===== config.mk =====
export PLATFORM = sky130hd
export DESIGN_NAME = intersection_phase_arbiter
export DESIGN_NICKNAME = d
export VERILOG_FILES = /design/src/rtl/intersection_phase_arbiter.sv
export SDC_FILE = /design/constraint.sdc
export NUM_CORES = 1
export LEC_CHECK = 0
export CAP_MARGIN = 20
export CORE_MARGIN = 2
export CORE_UTILIZATION = 50
export DETAILED_ROUTE_END_ITERATION = 16
export PLACE_DENSITY = 0.71
export SLEW_MARGIN = 20
export SYNTH_ARGS = -nofsm -noshare
export SYNTH_HDL_FRONTEND = slang
export SYNTH_SLANG_ARGS = --single-unit

===== constraint.sdc =====
create_clock -name clk -period 4.4 [get_ports clk]
set_input_delay 0.44 -clock clk [delete_from_list [all_inputs] [get_ports clk]]
set_output_delay 0.44 -clock clk [all_outputs]
set_load 0.03 [all_outputs]

===== src/rtl/intersection_phase_arbiter.sv =====
// -----------------------------------------------------------------------------
// intersection_phase_arbiter
//
// Signal controller for a two-approach intersection (A, B) with a pedestrian
// crossing (W). Pending requests are served round-robin. Each approach runs
// GREEN -> YELLOW -> CLEAR. The walk phase runs WALK -> FLASH -> CLEAR. A
// maintenance request overrides everything and puts the reds into a blink.
// Phase lengths are counted in ticks. One tick is TICK_DIV clocks.
//
// Ports
//   clk                    rising-edge clock
//   reset                  asynchronous, active-low reset
//   req_a, req_b, req_w    approach A / approach B sensors, pedestrian button
//   maint                  maintenance request (sampled on clk)
//   Ga Ya Ra               approach A lamps (registered)
//   Gb Yb Rb               approach B lamps (registered)
//   Gw Rw                  pedestrian lamps (registered)
//   grant[2:0]             one-hot current grant, bit0=A bit1=B bit2=W
//   phase[2:0]             current state code
//   busy                   high whenever the controller is not IDLE
// -----------------------------------------------------------------------------
module intersection_phase_arbiter #(
    parameter int TICK_DIV = 10,
    parameter int T_GMIN   = 4,
    parameter int T_GMAX   = 12,
    parameter int T_YEL    = 3,
    parameter int T_WALK   = 6,
    parameter int T_FLASH  = 4,
    parameter int T_CLR    = 2
) (
    input  logic       clk,
    input  logic       reset,
    input  logic       req_a,
    input  logic       req_b,
    input  logic       req_w,
    input  logic       maint,
    output logic       Ga,
    output logic       Ya,
    output logic       Ra,
    output logic       Gb,
    output logic       Yb,
    output logic       Rb,
    output logic       Gw,
    output logic       Rw,
    output logic [2:0] grant,
    output logic [2:0] phase,
    output logic       busy
);

    typedef enum logic [2:0] {
        S_IDLE   = 3'd0,
        S_GREEN  = 3'd1,
        S_YELLOW = 3'd2,
        S_WALK   = 3'd3,
        S_FLASH  = 3'd4,
        S_CLEAR  = 3'd5,
        S_MAINT  = 3'd6
    } state_t;

    localparam logic [7:0] TICK_LAST = 8'(TICK_DIV - 1);
    localparam logic [7:0] GMIN      = 8'(T_GMIN);
    localparam logic [7:0] GMAX      = 8'(T_GMAX);
    localparam logic [7:0] YEL       = 8'(T_YEL);
    localparam logic [7:0] WALK      = 8'(T_WALK);
    localparam logic [7:0] FLASH     = 8'(T_FLASH);
    localparam logic [7:0] CLR       = 8'(T_CLR);
    localparam logic [2:0] GRANT_W   = 3'b100;

    // Lamp vector bit positions: {Ga, Ya, Ra, Gb, Yb, Rb, Gw, Rw}
    localparam int L_GA = 7;
    localparam int L_YA = 6;
    localparam int L_RA = 5;
    localparam int L_GB = 4;
    localparam int L_YB = 3;
    localparam int L_RB = 2;
    localparam int L_GW = 1;
    localparam int L_RW = 0;
    localparam logic [7:0] LAMPS_ALL_RED = 8'b0010_0101;

    state_t     state_q, state_d;
    logic [2:0] grant_q, grant_d;
    logic [2:0] last_q, last_d;
    logic [2:0] pending_q, pending_d;
    logic [7:0] presc_q, presc_d;
    logic [7:0] timer_q, timer_d;
    logic       blink_q, blink_d;
    logic [7:0] lamps_q, lamps_d;

    logic [2:0] req_vec;
    logic [2:0] win;
    logic [2:0] hold_vec;
    logic [7:0] timer_inc;
    logic       tick;
    logic       entry;
    logic       green_done;

    // Round-robin pick: the search starts at the requester after the last
    // grant and wraps A -> B -> W -> A.
    function automatic logic [2:0] rr_pick(input logic [2:0] pend, input logic [2:0] last);
        logic [2:0] pick;
        pick = '0;
        case (last)
            3'b001: begin
                if      (pend[1]) pick = 3'b010;
                else if (pend[2]) pick = 3'b100;
                else if (pend[0]) pick = 3'b001;
            end
            3'b010: begin
                if      (pend[2]) pick = 3'b100;
                else if (pend[0]) pick = 3'b001;
                else if (pend[1]) pick = 3'b010;
            end
            default: begin
                if      (pend[0]) pick = 3'b001;
                else if (pend[1]) pick = 3'b010;
                else if (pend[2]) pick = 3'b100;
            end
        endcase
        return pick;
    endfunction

    assign req_vec   = {req_w, req_b, req_a};
    assign win       = rr_pick(pending_q, last_q);
    assign tick      = (presc_q == TICK_LAST);
    assign timer_inc = timer_q + 8'd1;
    assign entry     = (state_d != state_q);

    // Phase-end tests use the incremented timer on the tick cycle. This makes
    // a phase held N ticks last exactly N*TICK_DIV clocks.
    assign green_done = tick && ((timer_inc == GMAX) ||
                                 ((timer_inc >= GMIN) &&
                                  ((|(pending_q & ~grant_q)) || !(|(req_vec & grant_q)))));

    // -------------------------------------------------------------------------
    // State register and datapath registers
    // -------------------------------------------------------------------------
    always_ff @(posedge clk or negedge reset) begin
        if (!reset) begin
            state_q   <= S_IDLE;
            grant_q   <= '0;
            last_q    <= GRANT_W;
            pending_q <= '0;
            presc_q   <= '0;
            timer_q   <= '0;
            blink_q   <= 1'b1;
            lamps_q   <= LAMPS_ALL_RED;
        end else begin
            // NOTE: non-blocking assignments update every register from
            // pre-edge values, so the order of these lines does not matter.
            state_q   <= state_d;
            grant_q   <= grant_d;
            last_q    <= last_d;
            pending_q <= pending_d;
            presc_q   <= presc_d;
            timer_q   <= timer_d;
            blink_q   <= blink_d;
            lamps_q   <= lamps_d;
        end
    end

    // -------------------------------------------------------------------------
    // Next-state logic
    // -------------------------------------------------------------------------
    always_comb begin
        // NOTE: every output of a combinational block gets a default first.
        // Otherwise a path that skips an assignment infers a latch.
        state_d = state_q;
        grant_d = grant_q;
        last_d  = last_q;

        unique case (state_q)
            S_IDLE: begin
                if (|pending_q) begin
                    state_d = win[2] ? S_WALK : S_GREEN;
                    grant_d = win;
                    last_d  = win;
                end
            end
            S_GREEN: begin
                if (green_done) state_d = S_YELLOW;
            end
            S_YELLOW: begin
                if (tick && timer_inc == YEL) state_d = S_CLEAR;
            end
            S_WALK: begin
                if (tick && timer_inc == WALK) state_d = S_FLASH;
            end
            S_FLASH: begin
                if (tick && timer_inc == FLASH) state_d = S_CLEAR;
            end
            S_CLEAR: begin
                if (tick && timer_inc == CLR) begin
                    if (|pending_q) begin
                        state_d = win[2] ? S_WALK : S_GREEN;
                        grant_d = win;
                        last_d  = win;
                    end else begin
                        state_d = S_IDLE;
                        grant_d = '0;
                    end
                end
            end
            S_MAINT: begin
                if (!maint) state_d = S_CLEAR;
            end
            default: begin
                state_d = S_IDLE;
                grant_d = '0;
            end
        endcase

        // Maintenance overrides any transition decided above.
        if (maint) begin
            state_d = S_MAINT;
            grant_d = '0;
        end
    end

    // -------------------------------------------------------------------------
    // Prescaler, tick timer, blink phase and request latching
    // -------------------------------------------------------------------------
    always_comb begin
        presc_d = presc_q + 8'd1;
        timer_d = timer_q;
        blink_d = blink_q;
        if (entry) begin
            presc_d = '0;
            timer_d = '0;
            blink_d = 1'b1;
        end else if (tick) begin
            presc_d = '0;
            timer_d = timer_inc;
            blink_d = ~blink_q;
        end

        // A requester being served does not re-latch its own request.
        hold_vec  = (state_q == S_GREEN || state_q == S_WALK) ? grant_q : 3'b000;
        pending_d = pending_q | (req_vec & ~hold_vec);
        if (entry && (state_d == S_GREEN || state_d == S_WALK))
            pending_d = pending_d & ~grant_d;
        if (state_d == S_MAINT)
            pending_d = '0;
    end

    // -------------------------------------------------------------------------
    // Lamp decode. It uses the next-state values so the registered lamps
    // change on the same edge as the state.
    // -------------------------------------------------------------------------
    always_comb begin
        lamps_d = LAMPS_ALL_RED;
        unique case (state_d)
            S_GREEN: begin
                if (grant_d[0]) begin lamps_d[L_GA] = 1'b1; lamps_d[L_RA] = 1'b0; end
                if (grant_d[1]) begin lamps_d[L_GB] = 1'b1; lamps_d[L_RB] = 1'b0; end
            end
            S_YELLOW: begin
                if (grant_d[0]) begin lamps_d[L_YA] = 1'b1; lamps_d[L_RA] = 1'b0; end
                if (grant_d[1]) begin lamps_d[L_YB] = 1'b1; lamps_d[L_RB] = 1'b0; end
            end
            S_WALK: begin
                lamps_d[L_GW] = 1'b1;
                lamps_d[L_RW] = 1'b0;
            end
            S_FLASH: begin
                lamps_d[L_RW] = blink_d;
            end
            S_MAINT: begin
                lamps_d[L_RA] = blink_d;
                lamps_d[L_RB] = blink_d;
                lamps_d[L_RW] = blink_d;
            end
            default: begin
                lamps_d = LAMPS_ALL_RED;
            end
        endcase
    end

    assign {Ga, Ya, Ra, Gb, Yb, Rb, Gw, Rw} = lamps_q;
    assign grant = grant_q;
    assign phase = state_q;
    assign busy  = (state_q != S_IDLE);

endmodule


==> results.json, run 1 <==
{
  "run_status": "finished clean",
  "grt_max_degree": 38,
  "clk_pin_slew_ns": 0.08,
  "pre_cts_ws_ns": 0.831,
  "max-cap-violations": 0,
  "synthTopCellsByCount": "dfrtp_1 (32), nor2_1 (19), nand2_1 (18)",
  "cp.arrival_ns": 3.79,
  "rsz0062_at_grt": "no",
  "antenna_found_initial": 0,
  "cp_max_fo": 19,
  "fin_ws_ns": 0.744,
  "port_buffers": 20,
  "tightestPinTransition_ns": 0.807,
  "post_cts_buffers": 0,
  "final_layout_size_suffix_gt1_share_pct": 11.1,
  "relSlewSlack_pct": 44.8,
  "finalHoldViolations": 0,
  "diodes": 0,
  "setup_violations": 0,
  "synth-async-reset-ratio_pct": 100,
  "dr_total_vias": 1976,
  "route.detailed.drc": 0,
  "grt_overflow": 0,
  "synth_enable_flop_cells": 0,
  "rows": 25,
  "cts_made_buffers": 5,
  "gp_congestion": 0.835,
  "worstSetupPathType": "reg -> reg",
  "stdcell_count": 325,
  "syn_area_per_cell_sq_um": 9.28,
  "ys.flop_type": "dfrtp_1",
  "ios": 21,
  "utilization_pct": 56.6,
  "holdBufCountCts": 0,
  "track_usage_pct": 21.0,
  "hp-class": "in -> async",
  "yosysTopAreaCellShare_pct": 33.7,
  "first_iter_violations": 146,
  "dp_cells": 317,
  "setup_tns_ns": 0,
  "fmax_mhz": 274,
  "die_h_um": 72.9,
  "ys_ff_latch": 37,
  "cts_root_buf": "clkbuf_8",
  "start_util_pct": 51.0,
  "p_per_area_mw_per_mm2": 392,
  "worstPathRequired_ns": 4.53,
  "yosys.area.top_type": "dfrtp_1",
  "wl_per_cell_um": 15.6,
  "coreArea_sq_mm": 0.00466,
  "post_cts_resized": 0,
  "dr.pass1.iters": 4,
  "fin_skew_ns": 0.00667,
  "cp-start-kind": "flop",
  "slew_viol_final": 0,
  "wl_mm": 5.07,
  "grt_pass1_vias": 1814,
  "h-tree-depth": 2,
  "yosysMostFrequentCell": "dfrtp_1",
  "period_share_pct": 83.1,
  "ant_nets": 0,
  "timing.hold.ws_ns": 0.225,
  "cp-end-kind": "flop",
  "ys_warn_count": 0,
  "cts_tree": "yes",
  "hpwlAfterDp_mm": 3.54,
  "netlist_area_sq_mm": 0.00237,
  "period_minus_slack_ns": 3.66,
  "finish.net_count": 283,
  "dieWidth_um": 72.9,
  "clkLatencyLatePin_ns": 0.29,
  "die-area_sq_mm": 0.00532,
  "synthToLayoutAreaGrowth_pct": 11.1,
  "leakage_uw": 0.00106,
  "peakVddDrop_uv": 242,
  "synth.area.top_cells": "dfrtp_1 (34%), dfstp_2 (5.5%), xor2_1 (4.4%)",
  "clock_path_buffers": 2,
  "ys_types": 61,
  "grt_first_pass_wirelength_mm": 8.74,
  "syn_nets": 269,
  "cts_sinks": 37,
  "synthCells": 256,
  "vias_per_cell": 6.08,
  "ys_seq_area_share_pct": 39.3
}
-- metal layers --
| layer | vias to the layer above | GRT usage [%] | part of all wire (%) |
|---|---|---|---|
| met5 | - | 0 | 0 |
| met4 | 0 | 5.97 | 1.3 |
| met3 | 6 | 4.28 | 5.1 |
| met2 | 56 | 31.3 | 45 |
| met1 | 949 | 30.9 | 49 |
| li1 | 965 | - | - |
-- power by group --
part	total [uW]	switching, uW	leakage [uW]	internal, uW
clock	237	128	0.0000439	109
combinational	352	219	0.000535	133
sequential	444	62.2	0.000483	382
total	1030	409	0.00106	625
-- worst paths after layout --
kind / endpoint / depth (start not counted) / startpoint / slack [ns]
worst max-delay path: pending_q[0] / 9 / timer_q[0] / 0.74
worst min-delay path: timer_q[7] / 1 / reset / 0.23
worst max register to register: pending_q[0] / 9 / timer_q[0] / 0.74
worst min register to register: last_q[2] / 2 / last_q[2] / 0.52
max in group asynchronous: lamps_q[6] / 1 / reset / 3.66
min in group clk: last_q[2] / 2 / last_q[2] / 0.52
-- area by class of cell --
cell class                      instances  area (sq um)
Clock buffer                            5          68.8
Clock inverter                          3          17.5
Fill cell                             392          2020
Inverter                               15          56.3
Multi-Input combinational cell        190          1290
Sequential cell                        37           932
Tap cell                               54          67.6
Timing Repair Buffer                   21           203
-- sequential cells by signal, summed over array words and instances (netlist names) --
signal,cells
last_q,3
grant,3
phase,3
presc_q,8
pending_q,3
timer_q,8
lamps_q,8
blink_q,1
-- cell usage in the layout, fill, tap and decap left out, drive strengths merged, types with 2 or more instances in the layout --
master         instances
and2                   2
nor3b                  4
a311oi                 4
o21ai                 15
a211o                  4
or3                    2
xor2                  12
clkinv                 2
a31oi                  2
buf                    2
a2111oi                3
clkbuf                 5
and3                   6
xnor2                  6
clkdlybuf4s50         19
or4                    2
a211oi                 4
nand4                  3
o22ai                  2
a2bb2oi                3
ha                     7
nor3                  20
nor4b                  2
nand2                 18
nand3b                 2
a21oi                 12
inv                   15
nor2                  19
nand3                 13
dfstp                  5
dfrtp                 32
o211ai                 3
-- cell families (layout without fill, tap and decap cells) --
group | count (synthesis) | after routing | synth area share (%)
and+or+nand+nor | 99 | 99 | 22.7
muxes | 1 | 1 | 0.422
adders and majority gates | 7 | 7 | 3.69
DFF | 37 | 37 | 39.3
AOI/OAI and AO/OA | 65 | 65 | 21.0
buffers and inverters | 29 | 44 | 6.32
xor gates and xnor gates | 18 | 18 | 6.64
-- critical path, cell delays in order (launching register included) --
cell and delay, ns:
dfrtp_1 0.55, ha_1 0.34, and3_1 0.23, a31oi_1 0.22
a2111oi_0 0.70, a2bb2oi_2 0.15, nor3b_2 0.20, o31ai_2 0.24
or3_1 0.65, a311oi_1 0.19
-- per-stage QoR --
step,power [uW],area [sq um]
floorplan,716,2370
global placement,796,2550
detailed placement,798,2550
CTS,1040,2640
global route,1100,2640
finish,1030,2640
Power figures use the tool's default switching activity.
==> inputs of run 2 (changes only) <==
Clock period 4.4 ns to 3.47 ns, I/O delays scaled along.
==> results.json, run 2 (synthesized netlist as in run 1, its figures left out) <==
{
  "p_int_uw": 879,
  "run_status": "finished clean",
  "tightestPinTransition_ns": 0.826,
  "finalHoldViolations": 0,
  "largestRegisters": "lamps_q: 8 flops, presc_q: 8 flops, timer_q: 8 flops",
  "fin_ws_ns": 0.231,
  "grt_pass1_vias": 1791,
  "ant_nets": 0,
  "fin_skew_ns": 0.00373,
  "cts_tree": "yes",
  "leakage_uw": 0.00109,
  "slowest_delay_ns": 0.55,
  "gp_congestion": 0.880,
  "h-tree-depth": 2,
  "placed_area_sq_mm": 0.00258,
  "track_usage_pct": 21.1,
  "p_clk_share_pct": 27.0,
  "grt_first_pass_wirelength_mm": 8.66,
  "cp-start-kind": "flop",
  "period_minus_slack_ns": 3.24,
  "p_per_area_mw_per_mm2": 518,
  "slew_viol_final": 0,
  "cts_root_buf": "clkbuf_8",
  "fill_cells": 407,
  "crit_chain": "and4_4 -> nand4_1 -> a2111oi_4 -> a2bb2oi_2 -> nor3b_2 -> o31ai_2 -> or3_1 -> buf_4 -> a211oi_1",
  "relSlewSlack_pct": 44.9,
  "worstPathRequired_ns": 3.67,
  "power_frac_seq_pct": 40.3,
  "reg2reg_slack_ns": 0.23,
  "clk_pin_slew_ns": 0.08,
  "finish.net_count": 287,
  "peakVddDrop_uv": 380,
  "cp_max_fo": 16,
  "critical-path-slowest-cell": "a2111oi_4",
  "holdBufCountCts": 0,
  "start_util_pct": 51.0,
  "combPwrFrac_pct": 32.6,
  "die_h_um": 72.9,
  "clock_path_buffers": 2,
  "cts_made_buffers": 5,
  "grt_overflow": 0,
  "synthToLayoutAreaGrowth_pct": 14.0,
  "clkLatencyLatePin_ns": 0.29,
  "setup_violations": 0,
  "p_sw_share_pct": 37.3,
  "dr_total_vias": 2005,
  "wl_per_cell_um": 16.0,
  "max-cap-violations": 0,
  "coreArea_sq_mm": 0.00466,
  "dr.pass1.iters": 4,
  "port_buffers": 20,
  "setup_tns_ns": 0,
  "cts_sinks": 37,
  "power_switching_uw": 524,
  "hp-class": "in -> async",
  "rows": 25,
  "final_common_cell": "dfrtp_1",
  "ios": 21,
  "hpwlAfterDp_mm": 3.68,
  "grt_max_degree": 38,
  "final_layout_size_suffix_gt1_share_pct": 13.5,
  "vias_per_cell": 6.09,
  "diodes": 0,
  "die-area_sq_mm": 0.00532,
  "dieWidth_um": 72.9,
  "wl_mm": 5.26,
  "cp-end-kind": "flop",
  "worstSetupPathType": "reg -> reg",
  "final_cell_area_sq_mm": 0.00271,
  "first_iter_violations": 127,
  "route.detailed.drc": 0,
  "final_cell_mix": "dfrtp_1 (31), nor2_1 (19), clkdlybuf4s50_1 (19)",
  "fmax_mhz": 309,
  "pre_cts_ws_ns": 0.211,
  "timing.hold.ws_ns": 0.138,
  "period_share_pct": 93.4,
  "cp.arrival_ns": 3.43,
  "rsz0062_at_grt": "no",
  "finalPower_uw": 1400,
  "antenna_found_initial": 0
}
-- run 2: cell type report --
class	count	area, sq um	area share, %
tap	54	67.6	2.50
inverter	15	56.3	2.08
sequential	37	933	34.5
clock buffer	5	68.8	2.54
multi-input combinational	190	1300	48.1
clock inverter	3	46.3	1.71
timing repair buffer	25	233	8.60
-- run 2: final timing paths --
check                                 from          to  cells after the start
worst max-delay path            timer_q[2]  timer_q[1]                      9
worst min register to register   last_q[2]   last_q[2]                      2
min in group clk                 last_q[2]   last_q[2]                      2
worst max register to register  timer_q[2]  timer_q[1]                      9
worst min-delay path                 reset  timer_q[4]                      1
max in group asynchronous            reset  timer_q[1]                      1
-- run 2: timing repair --
item | 4_1_cts | 5_1_grt
buffers inserted | 0 | 0
endpoints found under the setup margin | 0 | 7
gates resized for setup | 0 | 3
-- run 2: per-stage QoR --
| step | cells | utilization, % |
|---|---|---|
| global route | 329 | 58.1 |
| CTS | 329 | 57.9 |
| floorplan | 256 | - |
| detailed placement | 321 | 55.4 |
| finish | 329 | 58.1 |
| global placement | 321 | 55.4 |
-- run 2: worst max-delay path, delay by kind of cell (launching register included) --
| kind | cells | cell delay (ns) |
|---|---|---|
| simple gates | 4 | 1.29 |
| flops | 1 | 0.54 |
| buf+inv | 1 | 0.24 |
| compound gates | 4 | 1.08 |
-- run 2: power groups by stage --
stage	combinational (uW)	clock, uW	sequential [uW]
after floorplan	330	0	578
after global placement	449	0	570
after detailed placement	454	0	572
after CTS	458	384	565
after global routing	512	399	574
final	458	379	566
-- run 2: layer usage --
layer	global-route usage, %	up-vias	share of wire [%]
li1	-	972	-
met1	30.4	974	47
met2	31.1	53	46
met3	5.94	6	5.6
met4	5.76	0	1.2
met5	0	-	0
==> inputs of run 3 (changes only) <==
Clock period 3.47 ns to 3.7 ns, I/O delays scaled along.
==> results.json, run 3 (synthesized netlist as in run 1, its figures left out) <==
{
  "run_status": "finished clean",
  "multiInputGateArea_sq_mm": 0.00129,
  "grt_max_degree": 38,
  "synthToLayoutAreaGrowth_pct": 12.1,
  "holdBufCountCts": 0,
  "tightestPinTransition_ns": 0.819,
  "finalHoldViolations": 0,
  "slew_viol_final": 0,
  "final_cell_mix": "dfrtp_1 (32), nor2_1 (19), clkdlybuf4s50_1 (19)",
  "clk_pin_slew_ns": 0.08,
  "crit_end": "pending_q[2]",
  "fill_cells": 407,
  "antenna_found_initial": 0,
  "worstSetupPathType": "reg -> reg",
  "cts_root_buf": "clkbuf_8",
  "diodes": 0,
  "setup_tns_ns": 0,
  "worstPathRequired_ns": 3.87,
  "post_cts_resized": 0,
  "hpwlAfterDp_mm": 3.66,
  "seq_area_sq_um": 932,
  "finish.net_count": 285,
  "reg2reg_slack_ns": 0.38,
  "gp_congestion": 0.876,
  "die-area_sq_mm": 0.00532,
  "rows": 25,
  "dieWidth_um": 72.9,
  "peakVddDrop_uv": 278,
  "port_buffers": 20,
  "ios": 21,
  "final_common_cell": "dfrtp_1",
  "relSlewSlack_pct": 44.0,
  "hp-class": "in -> async",
  "crit_start": "timer_q[0]",
  "cp.arrival_ns": 3.48,
  "cts_made_buffers": 5,
  "cp_max_fo": 11,
  "dr.pass1.iters": 4,
  "r2r_cells": 9,
  "rsz0062_at_grt": "no",
  "wl_per_cell_um": 15.8,
  "max-cap-violations": 0,
  "cts_sinks": 37,
  "track_usage_pct": 21.0,
  "start_util_pct": 51.0,
  "finalPower_uw": 1250,
  "grt_pass1_vias": 1813,
  "period_share_pct": 89.6,
  "fin_skew_ns": 0.00825,
  "final_layout_size_suffix_gt1_share_pct": 11.4,
  "vias_per_cell": 6.08,
  "grt_first_pass_wirelength_mm": 8.60,
  "final_cell_area_sq_mm": 0.00266,
  "fmax_mhz": 302,
  "cp-end-kind": "flop",
  "leakage_uw": 0.00108,
  "wl_mm": 5.16,
  "die_h_um": 72.9,
  "first_iter_violations": 174,
  "placed_area_sq_mm": 0.00258,
  "clkLatencyLatePin_ns": 0.29,
  "route.detailed.drc": 0,
  "post_cts_buffers": 0,
  "setup_violations": 0,
  "cts_tree": "yes",
  "clock_path_buffers": 2,
  "period_minus_slack_ns": 3.32,
  "coreArea_sq_mm": 0.00466,
  "dr_total_vias": 1989,
  "r2r_end": "pending_q[2]",
  "grt_overflow": 0,
  "largestRegisters": "lamps_q: 8 flops, presc_q: 8 flops, timer_q: 8 flops",
  "ant_nets": 0,
  "cp-start-kind": "flop",
  "r2r-start": "timer_q[0]",
  "h-tree-depth": 2,
  "p_per_area_mw_per_mm2": 470
}
## run 3: worst min-delay path by stage
stage | startpoint | slack (ns) | cells past startpoint | endpoint
6_report | reset | 0.18 | 1 | timer_q[6]
5_1_grt | reset | 0.25 | 1 | timer_q[6]
4_1_cts | reset | 0.20 | 1 | timer_q[6]
3_5_place_dp | last_q[2] | 0.50 | 2 | last_q[2]
3_3_place_gp | last_q[2] | 0.50 | 2 | last_q[2]
2_1_floorplan | reset | 0.07 | 0 | grant[0]
## run 3: metal layers
layer	routed length, um	up-vias	GRT usage (%)
met5	0	-	0
met4	82	0	7.61
met3	303	8	4.14
met2	2310	64	30.6
met1	2460	946	30.8
li1	-	971	-
## run 3: area by class of cell
| type | instances | share of cell area [%] |
|---|---|---|
| clock buffer | 6 | 2.73 |
| clock inverter | 2 | 0.376 |
| inverter | 15 | 2.12 |
| multi-input combinational | 190 | 48.6 |
| sequential | 37 | 35.0 |
| tap | 54 | 2.54 |
| timing repair buffer | 23 | 8.65 |
## run 3: report_power, final
part	internal [uW]	switching [uW]	total [uW]
clock	131	147	277
sequential	454	74.6	529
combinational	181	263	444
total	766	484	1250
## run 3: worst max-delay path: stages (launching register included)
cell and delay, ns:
dfrtp_1 0.50, ha_1 0.34, and3_1 0.20, a31oi_1 0.53
a2111oi_0 0.24, a2bb2oi_2 0.22, nor3b_2 0.20, o31ai_2 0.09
or3_1 0.51, a311oi_1 0.37
## run 3: metrics by stage
stage	hold slack, ns	setup slack [ns]	util (%)	cells
finish	0.177	0.384	57.1	327
global route	0.253	0.154	57.1	327
CTS	0.201	0.384	57.1	327
detailed placement	0.503	0.410	55.3	319
global placement	0.502	0.453	55.3	319
floorplan	0.0744	0.769	-	256
